`src/rtl/common_defines.sv`:
```
`default_nettype none
// ============================================================================
// common_defines
//   Sound clip IDs, the shared-ROM clip table and the silent PWM level.
//   Revision: 1.0
// ============================================================================
package common_defines;

   localparam int SND_ADDR_W = 15;
   localparam int SND_DATA_W = 8;
   localparam int SND_NUM    = 3;

   typedef enum logic [1:0] {
      SND_CHOMP = 2'd0,
      SND_SIREN = 2'd1,
      SND_DEATH = 2'd2
   } sound_id_t;

   localparam logic [SND_DATA_W-1:0] IDLE_LEVEL = 8'h80;

   // Indexed by sound ID; clips are packed back to back in the ROM
   localparam logic [SND_ADDR_W-1:0] CLIP_START [SND_NUM] = '{15'd0,    15'd5736, 15'd6760};
   localparam logic [SND_ADDR_W-1:0] CLIP_LEN   [SND_NUM] = '{15'd5736, 15'd1024, 15'd12000};
   localparam logic                  CLIP_LOOP  [SND_NUM] = '{1'b0,     1'b1,     1'b0};

endpackage
`default_nettype wire

```
`src/rtl/sound_prio_enc.sv`:
```
`default_nettype none
// ============================================================================
// sound_prio_enc
//   Combinational highest-set-bit encoder over the pending request vector.
//   Revision: 1.0
// ============================================================================
module sound_prio_enc
   import common_defines::*;
#(
   parameter int NUM_SOUNDS = SND_NUM,
   parameter int ID_W       = 2
) (
   input  logic [NUM_SOUNDS-1:0] i_pending,
   output logic                  o_valid,
   output logic [ID_W-1:0]       o_id
);

   always_comb begin
      o_valid = 1'b0;
      o_id    = '0;
      for (int i = 0; i < NUM_SOUNDS; i++) begin
         if (i_pending[i]) begin
            o_valid = 1'b1;
            o_id    = ID_W'(i);
         end
      end
   end

endmodule
`default_nettype wire

```
`src/rtl/sound_sequencer.sv`:
```
`default_nettype none
// ============================================================================
// sound_sequencer
//   Latches and prioritises sound requests and plays clips from the shared
//   sample ROM into the PWM stage, one sample per 8 kHz strobe.
//   Revision: 1.0
// ============================================================================
module sound_sequencer
   import common_defines::*;
#(
   parameter int                    ADDR_W     = SND_ADDR_W,
   parameter int                    DATA_W     = SND_DATA_W,
   parameter int                    NUM_SOUNDS = SND_NUM,
   parameter logic [DATA_W-1:0]     IDLE_LEVEL = common_defines::IDLE_LEVEL
) (
   input  logic                  clk_25MHZ,
   input  logic                  rst,
   input  logic                  clk_8KHZ,
   input  logic [NUM_SOUNDS-1:0] sound_req,
   input  logic                  stop,
   output logic [ADDR_W-1:0]     rom_addr,
   input  logic [DATA_W-1:0]     rom_data,
   output logic [DATA_W-1:0]     sample_out,
   output logic                  en,
   output logic                  busy,
   output logic [1:0]            cur_sound,
   output logic                  done
);

   typedef enum logic [0:0] {
      ST_IDLE = 1'b0,
      ST_PLAY = 1'b1
   } state_t;

   state_t                r_state,    w_state_nxt;
   logic [NUM_SOUNDS-1:0] r_pending,  w_pending_nxt;
   logic [ADDR_W-1:0]     r_rom_addr, w_rom_addr_nxt;
   logic [ADDR_W-1:0]     r_offset,   w_offset_nxt;
   logic [DATA_W-1:0]     r_sample,   w_sample_nxt;
   logic [1:0]            r_cur,      w_cur_nxt;
   logic                  r_done,     w_done_nxt;

   logic [NUM_SOUNDS-1:0] w_req_mask;
   logic [NUM_SOUNDS-1:0] w_pend_eff;
   logic                  w_valid;
   logic [1:0]            w_id;
   logic                  w_last;
   logic                  w_start;

   // A looping siren ignores requests for itself while it plays
   always_comb begin
      w_req_mask = '1;
      if (r_state == ST_PLAY && r_cur == SND_SIREN)
         w_req_mask[SND_SIREN] = 1'b0;
   end

   assign w_pend_eff = r_pending | (sound_req & w_req_mask);
   assign w_last     = (r_offset == ADDR_W'(CLIP_LEN[r_cur]) - ADDR_W'(1));

   sound_prio_enc #(
      .NUM_SOUNDS (NUM_SOUNDS),
      .ID_W       (2)
   ) u_prio_enc (
      .i_pending (w_pend_eff),
      .o_valid   (w_valid),
      .o_id      (w_id)
   );

   always_comb begin
      w_state_nxt    = r_state;
      w_pending_nxt  = w_pend_eff;
      w_rom_addr_nxt = r_rom_addr;
      w_offset_nxt   = r_offset;
      w_sample_nxt   = r_sample;
      w_cur_nxt      = r_cur;
      w_done_nxt     = 1'b0;
      w_start        = 1'b0;

      if (stop) begin
         w_state_nxt   = ST_IDLE;
         w_pending_nxt = '0;
         w_sample_nxt  = IDLE_LEVEL;
      end else begin
         case (r_state)
            ST_IDLE: begin
               if (clk_8KHZ)
                  w_sample_nxt = IDLE_LEVEL;
               w_start = w_valid;
            end
            ST_PLAY: begin
               if (clk_8KHZ) begin
                  w_sample_nxt = rom_data;
                  // Preemption wins over end-of-clip handling
                  if (w_valid && (w_id > r_cur)) begin
                     w_start = 1'b1;
                  end else if (w_last) begin
                     if (CLIP_LOOP[r_cur]) begin
                        w_rom_addr_nxt = ADDR_W'(CLIP_START[r_cur]);
                        w_offset_nxt   = '0;
                     end else if (w_valid) begin
                        w_start = 1'b1;
                     end else begin
                        w_state_nxt = ST_IDLE;
                        w_done_nxt  = 1'b1;
                     end
                  end else begin
                     w_rom_addr_nxt = r_rom_addr + ADDR_W'(1);
                     w_offset_nxt   = r_offset + ADDR_W'(1);
                  end
               end
            end
            default: w_state_nxt = ST_IDLE;
         endcase

         if (w_start) begin
            w_state_nxt    = ST_PLAY;
            w_pending_nxt  = w_pend_eff & ~(NUM_SOUNDS'(1) << w_id);
            w_rom_addr_nxt = ADDR_W'(CLIP_START[w_id]);
            w_offset_nxt   = '0;
            w_cur_nxt      = w_id;
         end
      end
   end

   always_ff @(posedge clk_25MHZ) begin
      if (rst) begin
         r_state    <= ST_IDLE;
         r_pending  <= '0;
         r_rom_addr <= '0;
         r_offset   <= '0;
         r_sample   <= IDLE_LEVEL;
         r_cur      <= '0;
         r_done     <= 1'b0;
      end else begin
         r_state    <= w_state_nxt;
         r_pending  <= w_pending_nxt;
         r_rom_addr <= w_rom_addr_nxt;
         r_offset   <= w_offset_nxt;
         r_sample   <= w_sample_nxt;
         r_cur      <= w_cur_nxt;
         r_done     <= w_done_nxt;
      end
   end

   assign rom_addr   = r_rom_addr;
   assign sample_out = r_sample;
   assign en         = (r_state == ST_PLAY);
   assign busy       = (r_state == ST_PLAY) | (|r_pending);
   assign cur_sound  = r_cur;
   assign done       = r_done;

endmodule
`default_nettype wire

```
`config.mk`:
```
export PLATFORM = sky130hd
export DESIGN_NAME = sound_sequencer
export DESIGN_NICKNAME = d
export VERILOG_FILES = /design/src/rtl/common_defines.sv /design/src/rtl/sound_prio_enc.sv /design/src/rtl/sound_sequencer.sv
export SDC_FILE = /design/constraint.sdc
export NUM_CORES = 1
export LEC_CHECK = 0
export CAP_MARGIN = 20
export CORE_MARGIN = 2
export CORE_UTILIZATION = 40
export DETAILED_ROUTE_END_ITERATION = 7
export GPL_TIMING_DRIVEN = 0
export PLACE_DENSITY_LB_ADDON = 0.08
export RECOVER_POWER = 50
export SETUP_SLACK_MARGIN = 0.4
export SLEW_MARGIN = 10
export SYNTH_ARGS = -nofsm -noshare
export SYNTH_HDL_FRONTEND = slang
export SYNTH_HIERARCHICAL = 1
export SYNTH_SLANG_ARGS = --single-unit
```
`constraint.sdc`:
```
create_clock -name clk_25MHZ -period 3.37 [get_ports clk_25MHZ]
set_input_delay 0.8425 -clock clk_25MHZ [delete_from_list [all_inputs] [get_ports clk_25MHZ]]
set_output_delay 0.8425 -clock clk_25MHZ [all_outputs]
set_load 0.01 [all_outputs]
```
==> metrics <==
status finished, final reports clean; largest fanout on the critical path 10; worst hold margin ~470 ps; worst setup path class reg2reg; Critical Path RT 3610 ps; Layout Skew roughly 10 ps; number of primary I/O pins 43; Register Area roughly 910 um2; Most common cell on crit path nor2b_4; dominant register cell in the synthesized netlist dfxtp_1; Max Buffers Root-to-Sink 2; Non-Filler Instances about 500; Die Outline Area ~7500 um2; post-synthesis sequential element count 45; power density cells roughly 350 nW/um2; growth of design area from synthesis to finish 32.8%; number of nets in the final layout 435; Distinct cells, synth 50; pin slew with the least headroom to its limit roughly 570 ps; post-placement setup slack -615 ps; number of enable flip-flop cells after synthesis 0; Worst Hold Depth 2; Buf/Inv on CP 3; Warnings, synthesis 6; initial standard-cell utilization of the core 0.406; hold path startpoint sample_out[2]$_SDFFE_PP0P_; Leak about 1.4 nW; final critical-path required period around 2900 ps; RSZ-0062 raised after global routing no; area of the mapped netlist approximately 2700 um2; most used cells in the layout excluding fill and tap cells dfxtp_1, a21oi_1, dlygate4sd3_1; launching element type of the critical path register; number of nets in the synthesized netlist approximately 370; drt first pass iters 4; DR iter-0 viols roughly 190; number of failing setup endpoints in the final timing report 0; antenna diode instance count 0; slack of the critical path ~460 ps; standard-cell row count 30; CP startpoint en$_SDFF_PP0_; slowest cell delay on critical path ~510 ps; part of the Yosys area used for sequential elements 0.332; number of buffer cells added on primary ports 41; gate count after technology mapping 344; number of hold violations in the final report 0; share of cells above drive strength 1 0.169; aggregate routed wire length roughly 7900 um; buffer type at the clock tree root clkbuf_8; Antenna Violating Nets Remaining 0; share of the clock period used by the worst path 0.864; average cell area after synthesis between 7 and 8 um2; FILL cells 660; proportion of synthesized flip-flops having asynchronous set or reset 0; RD Place Congestion 0.822; number of global-route vias before repair about 2.5k; CTS Hold Bufs 0; Reg2Reg Depth 13; pin count of the biggest net entering global routing 14; count of H-tree levels built during CTS 2; class of the worst hold path reg2reg; worst-skew pair later-pin latency approximately 300 ps; clock transition time at the flip-flop clock pins of the worst setup and hold paths roughly 90 ps; footprint of the multi-input gates between 1500 and 2000 um2; horizontal die dimension between 80 and 90 um; cell count along the critical path 13; floorplan die height approximately 86 um; Fmax ~340 MHz; number of design rule violations left after detail routing 0; worst flop-to-flop path startpoint en$_SDFF_PP0_; number of antenna violations at the first check in global routing 0; ratio of routed vias to standard cells roughly 5.6; CP Capture Type register; worst path arrival time 3150 ps; critical-path cell with the highest stage delay or4_4; relative slew slack 0.618; wire length of the first global-routing pass around 13000 um; Worst IR Drop VDD 0.164 mV; HPWL reported at the end of detailed placement ~5500 um; CP cell instances clkbuf_2, nand2_1, a21o_1, nor2b_4, inv_2, ha_4, nor2b_4, o211ai_1, a21o_2, nand3_4, buf_8, or4_4, a21oi_2; area inside the core boundary 6680 um2; CTS tree built; Total GRT Usage 0.217; number of maximum-capacitance violations 0; overall via count from detail_route about 2.7k; remaining global-route overflow 0; final max-slew violation count 0; number of CTS-inserted buffers 5; Largest delay share family, worst path simple AND/OR/NAND/NOR gates; routed wire length per instance around 16 um; most frequent standard cell in the layout excluding fill and tap cells dfxtp_1; number of cells after detailed placement roughly 470; number of clock sinks seen by CTS 45
[flip-flops by register name (all words and copies together), names as in the netlist]
name	count
cur_sound	2
done	1
en	1
r_offset	15
r_pending	3
rom_addr	15
sample_out	8
[final cells by class]
type	instances	area share
tap	80	0.0278
buffer	19	0.0341
inverter	11	0.0122
clock buffer	7	0.0240
multi-input combinational	269	0.494
timing repair buffer	56	0.147
clock inverter	1	0.00834
sequential	45	0.252
[report_power, final]
group / total [mW] / internal [mW] / leakage (nW) / switching (mW)
clock: 0.436 / 0.242 / 0.0585 / 0.194
combinational: 0.270 / 0.129 / 0.933 / 0.142
sequential: 0.563 / 0.545 / 0.366 / 0.0174
total: 1.27 / 0.916 / 1.36 / 0.353
[synth_stat cells, types with 4 or more instances]
library cell | count | area (um2)
or4_1 | 6 | 45.0
nand2_1 | 26 | 97.6
or3b_2 | 5 | 43.8
buf_2 | 4 | 20.0
nand2b_1 | 9 | 56.3
nand3_1 | 23 | 115
ha_1 | 13 | 163
dfxtp_1 | 45 | 901
o21ai_0 | 19 | 95.1
or3_1 | 11 | 68.8
and3_1 | 14 | 87.6
a211oi_1 | 4 | 30.0
nor2_1 | 24 | 90.1
or2_2 | 5 | 31.3
inv_1 | 11 | 41.3
o31ai_1 | 4 | 30.0
clkbuf_1 | 11 | 41.3
a21oi_1 | 34 | 170
xnor2_1 | 7 | 61.3
nand4_1 | 5 | 31.3
nor3_1 | 18 | 90.1
[metrics by stage]
stage | utilization | TNS (ps) | cell area (um2) | power, mW
after global placement | 0.488 | -11330 | 3260 | 0.807
after global routing | 0.539 | 0 | 3600 | 1.33
after floorplan | - | 0 | 2750 | 0.719
final | 0.539 | 0 | 3600 | 1.27
after CTS | 0.528 | 0 | 3530 | 1.27
after detailed placement | 0.488 | -11840 | 3260 | 0.808
[kinds of logic after synthesis]
group           after synthesis  synth area share
mux                           5            0.0194
buf+inv                      30            0.0480
flops                        45             0.332
xor+xnor                      9            0.0291
compound gates               81             0.189
simple gates                161             0.323
fa+ha+maj                    13            0.0600
[repair_timing]
action	CTS	global route
resized for setup	23	17
setup buffers	10	4
endpoints found under the hold margin	0	0
gates cloned	1	0
pin swaps	11	6
setup endpoints to repair	32	27
[path summary, 6_finish.rpt]
| kind | endpoint | slack (ps) |
|---|---|---|
| hold reg to reg | sample_out[2]$_SDFFE_PP0P_ | 470 |
| setup reg to reg | r_offset[5]$_SDFFE_PP0P_ | 460 |
| setup / recovery | r_offset[5]$_SDFFE_PP0P_ | 460 |
| hold / removal | sample_out[2]$_SDFFE_PP0P_ | 470 |
[metal layers]
metal / up-vias / wire (um) / track usage
met5: - / 0 / 0
met4: 0 / 102 / 0.0653
met3: 8 / 326 / 0.0362
met2: 55 / 3650 / 0.344
met1: 1295 / 3810 / 0.302
li1: 1369 / - / -
[worst reg2reg max path, stage by stage, from the launching register on]
cell and delay [ps]:
dfxtp_1 500, clkbuf_2 280, nand2_1 90, a21o_1 180, nor2b_4 140, inv_2 80, ha_4 140, nor2b_4 30
o211ai_1 270, a21o_2 230, nand3_4 110, buf_8 160, or4_4 510, a21oi_2 130
No activity file was read; power rests on OpenSTA's default activity.
